[src/rtl/oled_spi_responder.sv]
// SSD1331-side SPI receiver: resynchronises the OLED link, assembles bytes, decodes
// the column/row window commands and emits addressed pixel writes for a shadow framebuffer.
module oled_spi_responder #(
   parameter int unsigned N            = 8,
   parameter int unsigned NUM_COL      = 96,
   parameter int unsigned NUM_ROW      = 64,
   parameter int unsigned N_COLOR_BITS = 8,
   localparam int unsigned CW          = $clog2(NUM_COL),
   localparam int unsigned RW          = $clog2(NUM_ROW)
) (
   input  logic                    i_CLK,
   input  logic                    i_RST,
   input  logic                    i_CS,
   input  logic                    i_SCK,
   input  logic                    i_MOSI,
   input  logic                    i_DC,
   input  logic                    i_RES,
   output logic                    o_BYTE_VALID,
   output logic [N-1:0]            o_BYTE,
   output logic                    o_BYTE_IS_DATA,
   output logic                    o_CMD_VALID,
   output logic [N-1:0]            o_CMD,
   output logic                    o_PIXEL_WE,
   output logic [CW-1:0]           o_PIXEL_COL,
   output logic [RW-1:0]           o_PIXEL_ROW,
   output logic [N_COLOR_BITS-1:0] o_PIXEL_COLOR,
   output logic                    o_ERR
);

   localparam int unsigned BW = $clog2(N);

   localparam logic [2:0] P_CMD   = 3'd0;
   localparam logic [2:0] P_COL_S = 3'd1;
   localparam logic [2:0] P_COL_E = 3'd2;
   localparam logic [2:0] P_ROW_S = 3'd3;
   localparam logic [2:0] P_ROW_E = 3'd4;

   logic [1:0] cs_sync, sck_sync, mosi_sync, dc_sync, res_sync;
   logic       cs_s, sck_s, mosi_s, dc_s;
   logic       cs_d, sck_d, cs_rise_d;
   logic       rst, sck_rise, cs_rise, shift_en, last_bit;

   logic [N-2:0]    shreg;
   logic [BW-1:0]   bit_cnt;
   logic [2:0]      state;
   logic [N-1:0]    arg_start;
   logic [N-1:0]    color_hi;
   logic            phase;
   logic [CW-1:0]   col_start, col_end, col_ptr;
   logic [RW-1:0]   row_start, row_end, row_ptr;

   logic is_cmd, is_data, col_ok, row_ok;
   logic frame_err, win_err, arg_err, pix_done;

   // RES is synchronised here but only i_RST clears the synchronisers, so a held RES keeps the block in reset.
   always_ff @(posedge i_CLK) begin
      if (i_RST) begin
         cs_sync   <= '1;
         sck_sync  <= '0;
         mosi_sync <= '0;
         dc_sync   <= '0;
         res_sync  <= '1;
      end else begin
         cs_sync   <= {cs_sync[0], i_CS};
         sck_sync  <= {sck_sync[0], i_SCK};
         mosi_sync <= {mosi_sync[0], i_MOSI};
         dc_sync   <= {dc_sync[0], i_DC};
         res_sync  <= {res_sync[0], i_RES};
      end
   end

   assign cs_s   = cs_sync[1];
   assign sck_s  = sck_sync[1];
   assign mosi_s = mosi_sync[1];
   assign dc_s   = dc_sync[1];
   assign rst    = i_RST | ~res_sync[1];

   always_comb begin
      sck_rise  = sck_s & ~sck_d;
      cs_rise   = cs_s & ~cs_d;
      // Gating on the previous CS lets a byte finishing on the CS-rise cycle still complete.
      shift_en  = sck_rise & ~cs_d;
      last_bit  = shift_en && (bit_cnt == BW'(N - 1));
      frame_err = cs_rise && (bit_cnt != '0) && !last_bit;
      is_cmd    = o_BYTE_VALID && !o_BYTE_IS_DATA;
      is_data   = o_BYTE_VALID && o_BYTE_IS_DATA;
      col_ok    = (arg_start <= o_BYTE) && (32'(o_BYTE) < NUM_COL);
      row_ok    = (arg_start <= o_BYTE) && (32'(o_BYTE) < NUM_ROW);
      win_err   = is_cmd && (((state == P_COL_E) && !col_ok) || ((state == P_ROW_E) && !row_ok));
      arg_err   = is_data && (state != P_CMD);
      pix_done  = (N_COLOR_BITS == N) || phase;
   end

   always_ff @(posedge i_CLK) begin
      if (rst) begin
         cs_d           <= 1'b1;
         sck_d          <= 1'b0;
         cs_rise_d      <= 1'b0;
         shreg          <= '0;
         bit_cnt        <= '0;
         state          <= P_CMD;
         arg_start      <= '0;
         color_hi       <= '0;
         phase          <= 1'b0;
         col_start      <= '0;
         col_end        <= CW'(NUM_COL - 1);
         col_ptr        <= '0;
         row_start      <= '0;
         row_end        <= RW'(NUM_ROW - 1);
         row_ptr        <= '0;
         o_BYTE_VALID   <= 1'b0;
         o_BYTE         <= '0;
         o_BYTE_IS_DATA <= 1'b0;
         o_CMD_VALID    <= 1'b0;
         o_CMD          <= '0;
         o_PIXEL_WE     <= 1'b0;
         o_PIXEL_COL    <= '0;
         o_PIXEL_ROW    <= '0;
         o_PIXEL_COLOR  <= '0;
         o_ERR          <= 1'b0;
      end else begin
         cs_d         <= cs_s;
         sck_d        <= sck_s;
         cs_rise_d    <= cs_rise;
         o_BYTE_VALID <= 1'b0;
         o_CMD_VALID  <= 1'b0;
         o_PIXEL_WE   <= 1'b0;
         o_ERR        <= frame_err | win_err | arg_err;

         if (last_bit) begin
            o_BYTE         <= {shreg, mosi_s};
            o_BYTE_IS_DATA <= dc_s;
            o_BYTE_VALID   <= 1'b1;
            bit_cnt        <= '0;
         end else if (shift_en) begin
            shreg   <= {shreg[N-3:0], mosi_s};
            bit_cnt <= bit_cnt + BW'(1);
         end else if (cs_rise) begin
            bit_cnt <= '0;
         end

         if (is_cmd) begin
            phase <= 1'b0;
            case (state)
               P_CMD: begin
                  if (o_BYTE == N'(8'h15)) begin
                     state <= P_COL_S;
                  end else if (o_BYTE == N'(8'h75)) begin
                     state <= P_ROW_S;
                  end else begin
                     o_CMD_VALID <= 1'b1;
                     o_CMD       <= o_BYTE;
                  end
               end
               P_COL_S: begin
                  arg_start <= o_BYTE;
                  state     <= P_COL_E;
               end
               P_COL_E: begin
                  if (col_ok) begin
                     col_start <= CW'(arg_start);
                     col_end   <= CW'(o_BYTE);
                     col_ptr   <= CW'(arg_start);
                  end
                  state <= P_CMD;
               end
               P_ROW_S: begin
                  arg_start <= o_BYTE;
                  state     <= P_ROW_E;
               end
               P_ROW_E: begin
                  if (row_ok) begin
                     row_start <= RW'(arg_start);
                     row_end   <= RW'(o_BYTE);
                     row_ptr   <= RW'(arg_start);
                  end
                  state <= P_CMD;
               end
               default: state <= P_CMD;
            endcase
         end

         if (is_data) begin
            state <= P_CMD;
            if (pix_done) begin
               o_PIXEL_WE    <= 1'b1;
               o_PIXEL_COL   <= col_ptr;
               o_PIXEL_ROW   <= row_ptr;
               o_PIXEL_COLOR <= N_COLOR_BITS'({color_hi, o_BYTE});
               phase         <= 1'b0;
               if (col_ptr == col_end) begin
                  col_ptr <= col_start;
                  row_ptr <= (row_ptr == row_end) ? row_start : row_ptr + RW'(1);
               end else begin
                  col_ptr <= col_ptr + CW'(1);
               end
            end else begin
               color_hi <= o_BYTE;
               phase    <= 1'b1;
            end
         end

         // Delayed so the final byte of a frame is paired before the phase is dropped.
         if (cs_rise_d) begin
            phase <= 1'b0;
         end
      end
   end

endmodule

[config.mk]
export PLATFORM = sky130hd
export DESIGN_NAME = oled_spi_responder
export DESIGN_NICKNAME = d
export VERILOG_FILES = /design/src/rtl/oled_spi_responder.sv
export SDC_FILE = /design/constraint.sdc
export NUM_CORES = 1
export LEC_CHECK = 0
export CAP_MARGIN = 20
export CORE_ASPECT_RATIO = 1.1
export CORE_MARGIN = 2
export CORE_UTILIZATION = 42
export DETAILED_ROUTE_END_ITERATION = 10
export PLACE_DENSITY_LB_ADDON = 0.1
export SETUP_SLACK_MARGIN = 0.05
export SLEW_MARGIN = 20
export SYNTH_ARGS = -nofsm -noshare
export SYNTH_HDL_FRONTEND = slang
export SYNTH_SLANG_ARGS = --single-unit
[constraint.sdc]
create_clock -name i_CLK -period 6.56 [get_ports i_CLK]
set_input_delay 1.312 -clock i_CLK [delete_from_list [all_inputs] [get_ports i_CLK]]
set_output_delay 1.312 -clock i_CLK [all_outputs]
set_load 0.02 [all_outputs]
==> flow_summary.ini, run 1 <==
[outcome]
status = completed

[detailed_routing]
wl_per_cell_um = 15.0
dr_total_vias = 3860
ant_nets = 0
first_iter_violations = 178
firstDrtPassIters = 5
drc = 0
vias_per_cell = 5.05
drt_wl_total_um = 11500

[power_and_ir_drop]
p_leak_nw = 2.07
peakVddDrop_uv = 152
powerDensity_mw_per_mm2 = 266

[cells_and_area]
drive_above_1_share_pct = 8.78
final_cell_count_no_fill = 765
layout.nets = 622
antenna_cells = 0
area_growth_pct = 22.4
fin_util_pct = 52.3

[timing]
relSlewSlack_pct = 36.9
hold_viol_final = 0
skew_ps = 9.89
slew_violations = 0
rsz0062_at_grt = no
max_freq_mhz = 312
timing.final.crit_share_pct = 48.9
hold-worst-slack_ps = 417
setup_viol = 0
period_needed_ps = 3210
tns_ps = 0
worstMarginPinSlew_ps = 945

[place]
dp_cells = 733
place_hpwl_um = 7620
port_buffers = 48
place.gp.congestion = 0.766

[synth]
yosysTopAreaCell = dfxtp_1
synth.net_count = 586
ys_seq_elements = 114
yosysSeqAreaShare_pct = 46.7
synth-edff-count = 0
synth_adder_area_share_pct = 3.33
yosys-top-cells-count = 124 x nand2_1, 114 x dfxtp_1, 65 x a21oi_1
synth_top_area_share_pct = 46.7
synthSimpleGateAreaFrac_pct = 21.7
synth-compound-area-share_pct = 13.6
synth_mux_area_share_pct = 6.42
synthXorXnorAreaFrac_pct = 3.22
synth_top_family_by_area = simple AND/OR/NAND/NOR gates
synth_cells = 566
synthTopCellsByArea = dfxtp_1 47%, nand2_1 9.5%, a21oi_1 6.7%
ys_types = 48
synth.avg_cell_area_um2 = 8.64
ys_warn_count = 0
syn_area_mm2 = 0.00489
synthFlopType = dfxtp_1
post-synth-top-count-cell = nand2_1
synth-async-reset-ratio_pct = 0

[floorplanning]
dieArea_mm2 = 0.0125
die_w_um = 107
io_pins = 49
die_h_um = 117
core_area_mm2 = 0.0114
fp-row-count = 41
initial_core_util_pct = 42.8

[setup_path]
cp_data_arrival_time_ps = 3470
endpoint_kind = flop
critPathLaunchType = input port
crit_type = input port to flop
worstPathMaxFanout = 46
reg2reg_depth = 9
worstPathRequired_ps = 6830
r2r_setup_slack_ps = 3560

[cts]
hold_buffers = 0
clk_pin_slew_ps = 50
cts_buffers = 17
clock_path_buffers = 2
tritoncts = yes
post_cts.repair.setup_buffers = 0
post_cts_resized = 0
cts.sinks = 114
htreeDepth = 4
cts_root_buf = clkbuf_16
insertion_delay_ps = 410

[grt]
grt_pass1_vias = 3719
grt_util_all_layers_pct = 19.8
grt_pass1_wl_um = 18900
antenna_found_initial = 0
grt_max_degree = 47
gr-total-overflow = 0

[hold_path]
holdPathStages = 1
worstHoldPathType = flop to flop

[run]
cap_violations = 0
## flip-flops by register name (all words and copies together) (netlist names), 7 cells and up
signal / flops
arg_start: 8
o_BYTE: 8
o_CMD: 8
o_PIXEL_COLOR: 8
col_end: 7
col_ptr: 7
col_start: 7
o_PIXEL_COL: 7
shreg: 7
## per-layer routing
| layer | vias to the layer above | wire, um | GRT usage [%] |
|---|---|---|---|
| li1 | 1995 | - | - |
| met1 | 1799 | 5100 | 23.4 |
| met2 | 57 | 5810 | 34.4 |
| met3 | 9 | 383 | 6.09 |
| met4 | 0 | 150 | 6.67 |
| met5 | - | 0 | 0 |
## per-stage QoR
| step | worst slack [ps] | power (W) | area (um^2) |
|---|---|---|---|
| 2_1_floorplan | 3970 | 0.000728 | 4890 |
| 3_3_place_gp | 2970 | 0.000734 | 5420 |
| 3_5_place_dp | 2920 | 0.000734 | 5420 |
| 4_1_cts | 3360 | 0.00161 | 5990 |
| 5_1_grt | 3180 | 0.00165 | 5990 |
| 6_report | 3350 | 0.00159 | 5990 |
## final timing paths
kind	from	end
worst min-delay path	res_sync[0]	res_sync[1]
worst max-delay path	i_RST	col_ptr[2]
worst max register to register	o_BYTE[5]	row_ptr[4]
worst min register to register	res_sync[0]	res_sync[1]
## power by group
group           total, W  internal (W)  switching [W]
clock network   0.000875      0.000555       0.000321
logic          0.0000220    0.00000675      0.0000153
registers       0.000697      0.000696    0.000000967
## cell usage in the layout, fill, tap and decap left out, drive strengths merged, types with 13 or more instances in the layout
master         Yosys  routed
inv               14      14
dfxtp            114     114
clkdlybuf4s50      0      48
a21oi             66      66
a211oi            15      15
clkbuf            26      18
mux2i             28      28
nor2              36      36
ha                13      13
nand3             17      17
nand2            124     124
## cells by family (layout without fill, tap and decap cells)
kind of cell | count (synthesis) | count (layout)
muxes | 31 | 31
DFF | 114 | 114
adders and majority gates | 13 | 13
and+or+nand+nor | 229 | 229
AOI/OAI and AO/OA | 110 | 110
buffers and inverters | 51 | 100
xor gates and xnor gates | 18 | 18
## area by class of cell
type | instances | area, um^2
Timing Repair Buffer | 54 | 526
Fill cell | 1077 | 5450
Tap cell | 150 | 188
Clock inverter | 14 | 141
Multi-Input combinational cell | 401 | 2370
Clock buffer | 18 | 429
Sequential cell | 114 | 2280
Inverter | 14 | 52.6
## worst max-delay path, cell delays in order
cell             delay [ps]
clkdlybuf4s50_1         650
nand2b_2                760
buf_4                   570
o32ai_1                 160
No activity file was read; power rests on OpenSTA's default activity.
==> run 2: changes to the inputs <==
Clock period 6.56 ns to 2.8 ns, I/O delays scaled along.
==> flow_summary.ini, run 2 (synthesis gave the netlist of run 1 again) <==
[cts]
tritoncts = yes
post_cts_resized = 0
insertion_delay_ps = 400
hold_buffers = 0
htreeDepth = 4
cts_buffers = 17
clk_pin_slew_ps = 50
cts_root_buf = clkbuf_16
cts.sinks = 114
post_cts.repair.setup_buffers = 0
clock_path_buffers = 2

[detailed_routing]
first_iter_violations = 156
ant_nets = 0
vias_per_cell = 5.14
firstDrtPassIters = 4
drt_wl_total_um = 12100
wl_per_cell_um = 15.6
drt-met1-wl_um = 5220
top_layer_used = met4
wl_met3_um = 572
met2_length_um = 6050
dr_total_vias = 3996
drc = 0

[timing]
slew_violations = 0
period_needed_ps = 2420
tns_ps = 0
max_freq_mhz = 413
worstMarginPinSlew_ps = 674
skew_ps = 7.57
relSlewSlack_pct = 54.9
timing.final.crit_share_pct = 86.4
setup_viol = 0
rsz0062_at_grt = no
hold_viol_final = 0
hold-worst-slack_ps = 422

[setup_path]
critPathMaxStageDelay_ps = 530
endpoint_kind = flop
slowest_stage = nor4_4
cp_cell_sequence = inv_1 > ha_1 > nand4_1 > nor2_2 > a21oi_2 > nor4_4 > and2_1 > a211oi_1 > a211oi_1
crit_type = flop to flop
worstPathMaxFanout = 10
crit_top_cell = a211oi_1
worstPathRequired_ps = 3110
cp_top_family = simple AND/OR/NAND/NOR gates
crit_buf_inv = 1
cp_data_arrival_time_ps = 2730
critPathLaunchType = flop

[floorplanning]
die_h_um = 117
initial_core_util_pct = 42.8
io_pins = 49
dieArea_mm2 = 0.0125
core_area_mm2 = 0.0114
die_w_um = 107
fp-row-count = 41

[grt]
grt_max_degree = 37
gr-total-overflow = 0
grt_pass1_vias = 3797
antenna_found_initial = 0
grt_pass1_wl_um = 19600
grt_util_all_layers_pct = 20.6

[outcome]
status = completed

[power_and_ir_drop]
p_leak_nw = 2.21
powerDensity_mw_per_mm2 = 651
totalPowerFinal_w = 0.00402
peakVddDrop_uv = 338

[cells_and_area]
final_common_cell = nand2_1
fin_util_pct = 54.0
area_growth_pct = 26.4
antenna_cells = 0
layout.nets = 635
drive_above_1_share_pct = 10.5
mostFrequentLayoutCells = 124 x nand2_1, 114 x dfxtp_1, 65 x a21oi_1, 48 x clkdlybuf4s50_1, 34 x nor2_1

[place]
place_hpwl_um = 8570
place.gp.congestion = 0.783
port_buffers = 48

[run]
cap_violations = 0

[hold_path]
worstHoldPathType = flop to flop
[run 2: changes by cell type in the layout (fill, tap and decap cells not counted), sizes merged]
cell      previous run  this run
clkinvlp             7         1
buf                  6        19
clkbuf              18        21
bufinv               2         5
[run 2: final timing paths]
| path | from | end | slack (ps) | depth (start not counted) |
|---|---|---|---|---|
| setup reg to reg | o_BYTE[2] | row_ptr[2] | 380 | 9 |
| hold reg to reg | res_sync[0] | res_sync[1] | 420 | 1 |
| hold / removal | res_sync[0] | res_sync[1] | 420 | 1 |
| setup / recovery | o_BYTE[2] | row_ptr[2] | 380 | 9 |
[run 2: power breakdown]
part / internal (W) / switching (W) / leakage [nW]
clock: 0.00162 / 0.000710 / 0.317
sequential: 0.00163 / 0.00000264 / 0.921
combinational: 0.0000237 / 0.0000374 / 0.968
total: 0.00327 / 0.000750 / 2.21
[run 2: per-stage QoR]
| step | instance area, um^2 | instances | setup slack, ps |
|---|---|---|---|
| floorplan | 4890 | 566 | 212 |
| global placement | 5540 | 746 | 531 |
| detailed placement | 5540 | 746 | 424 |
| CTS | 6180 | 778 | 379 |
| global route | 6180 | 778 | 135 |
| finish | 6180 | 778 | 380 |
[run 2: layout make-up]
| cell class | instances | area, um^2 |
|---|---|---|
| clock buffers | 21 | 460 |
| clock inverters | 11 | 183 |
| fillers | 1078 | 5260 |
| inverters | 14 | 52.6 |
| multi-input cells | 401 | 2370 |
| flip-flops and latches | 114 | 2280 |
| well taps | 150 | 188 |
| repair buffers | 67 | 648 |
[run 2: per-layer routing]
layer  up-vias  GRT usage, %
met5         -             0
met4         0          9.18
met3        17          5.15
met2        91          35.1
met1      1873          24.8
li1       2015             -
[run 2: worst register-to-register path: stages, from the launching register on]
cell,delay (ps)
dfxtp_1,490
inv_1,110
ha_1,320
nand4_1,110
nor2_2,140
a21oi_2,80
nor4_4,530
and2_1,240
a211oi_1,60
a211oi_1,250
==> run 3: changes to the inputs <==
Settings changed: CORE_ASPECT_RATIO 1.1 to 1.2, PLACE_DENSITY set to 0.63, PLACE_DENSITY_LB_ADDON 0.1 to unset.
==> flow_summary.ini, run 3 (synthesis gave the netlist of run 1 again) <==
[outcome]
status = completed

[timing]
max_freq_mhz = 434
setup_viol = 0
timing.final.crit_share_pct = 82.2
slew_violations = 0
tns_ps = 0
worstMarginPinSlew_ps = 613
hold_viol_final = 0
worst_slack_ps = 498
rsz0062_at_grt = no
hold-worst-slack_ps = 404
skew_ps = 7.57
relSlewSlack_pct = 59.1
period_needed_ps = 2300

[grt]
grt_util_all_layers_pct = 20.2
gr-total-overflow = 0
antenna_found_initial = 0
grt_max_degree = 35
grt_pass1_vias = 3861
grt_pass1_wl_um = 19300

[detailed_routing]
drt_wl_total_um = 11900
drc = 0
vias_per_cell = 5.10
ant_nets = 0
first_iter_violations = 215
dr_total_vias = 4003
firstDrtPassIters = 4
wl_per_cell_um = 15.2

[cts]
post_cts_resized = 0
cts.sinks = 114
cts_root_buf = clkbuf_16
clock_path_buffers = 2
tritoncts = yes
post_cts.repair.setup_buffers = 0
hold_buffers = 0
insertion_delay_ps = 410
cts_buffers = 17
clk_pin_slew_ps = 50
htreeDepth = 4

[floorplanning]
io_pins = 49
fp-row-count = 43
initial_core_util_pct = 42.7
die_w_um = 103
core_area_mm2 = 0.0115
die_h_um = 122
dieArea_mm2 = 0.0125

[setup_path]
cp-endpoint = row_ptr[4]
rr_startpoint = arg_start[5]
worstPathMaxFanout = 10
cp_data_arrival_time_ps = 2620
startpoint = arg_start[5]
worstPathRequired_ps = 3110
r2r_setup_slack_ps = 500
reg2reg_depth = 8
critPathLaunchType = flop
endpoint_kind = flop
r2r_end = row_ptr[4]
crit_type = flop to flop

[cells_and_area]
antenna_cells = 0
drive_above_1_share_pct = 10.5
design_area_mm2 = 0.00620
layout.nets = 635
n_fill_cell = 1058
area_growth_pct = 26.7
multi_input_area_mm2 = 0.00237
final_common_cell = nand2_1
seqCellArea_mm2 = 0.00228
mostFrequentLayoutCells = 124 x nand2_1, 114 x dfxtp_1, 65 x a21oi_1, 48 x clkdlybuf4s50_1, 34 x nor2_1

[power_and_ir_drop]
peakVddDrop_uv = 410
p_leak_nw = 2.20
powerDensity_mw_per_mm2 = 655

[place]
port_buffers = 48
pre_cts_ws_ps = 435
place_area_mm2 = 0.00555
place.gp.congestion = 0.856
place_hpwl_um = 8260

[run]
cap_violations = 0

[hold_path]
worstHoldPathType = flop to flop
## run 3: cell types whose count changed in the layout (fill, tap and decap cells not counted)
cell        change
clkinv_2        -4
clkinvlp_4      +2
inv_6           +2
clkbuf_8        -1
clkinv_4        +1
## run 3: layout make-up
| class | instances | area share (%) |
|---|---|---|
| clock buffers | 20 | 7.21 |
| clock inverters | 12 | 3.29 |
| inverters | 14 | 0.848 |
| multi-input cells | 401 | 38.2 |
| flip-flops and latches | 114 | 36.8 |
| well taps | 157 | 3.17 |
| repair buffers | 67 | 10.5 |
## run 3: worst min-delay path by stage
| stage | start | to | cells past startpoint |
|---|---|---|---|
| 5_1_grt | res_sync[0] | res_sync[1] | 1 |
| 3_5_place_dp | res_sync[0] | res_sync[1] | 1 |
| 2_1_floorplan | cs_sync[0] | cs_sync[1] | 1 |
| 4_1_cts | res_sync[0] | res_sync[1] | 1 |
| 3_3_place_gp | res_sync[0] | res_sync[1] | 1 |
| 6_report | res_sync[0] | res_sync[1] | 1 |
## run 3: critical path: stages (launching register included)
cell and delay, ps:
dfxtp_1 480, ha_1 310, a21o_1 180, nand3_1 90
a21oi_2 100, nor4_4 530, and2_1 230, a211oi_1 50
a211oi_1 230
## run 3: power by group
group / total, W / leakage, nW / internal [W] / switching (W)
logic: 0.0000603 / 0.968 / 0.0000227 / 0.0000375
clock network: 0.00237 / 0.307 / 0.00161 / 0.000761
registers: 0.00163 / 0.921 / 0.00163 / 0.00000237
total: 0.00406 / 2.20 / 0.00326 / 0.000801
## run 3: routing by layer
layer | share of wire (%) | vias to the layer above | track usage (%) | wire, um
met2 | 51 | 95 | 33.0 | 6100
met3 | 4.9 | 17 | 6.09 | 588
met1 | 42 | 1865 | 24.5 | 5020
li1 | - | 2026 | - | -
met4 | 1.9 | 0 | 8.67 | 225
met5 | 0 | - | 0 | 0
## run 3: metrics by stage
stage	utilization [%]	power, W	instances
2_1_floorplan	-	0.00170	566
3_3_place_gp	48.4	0.00173	753
3_5_place_dp	48.4	0.00173	753
4_1_cts	54.1	0.00410	785
5_1_grt	54.1	0.00418	785
6_report	54.1	0.00406	785
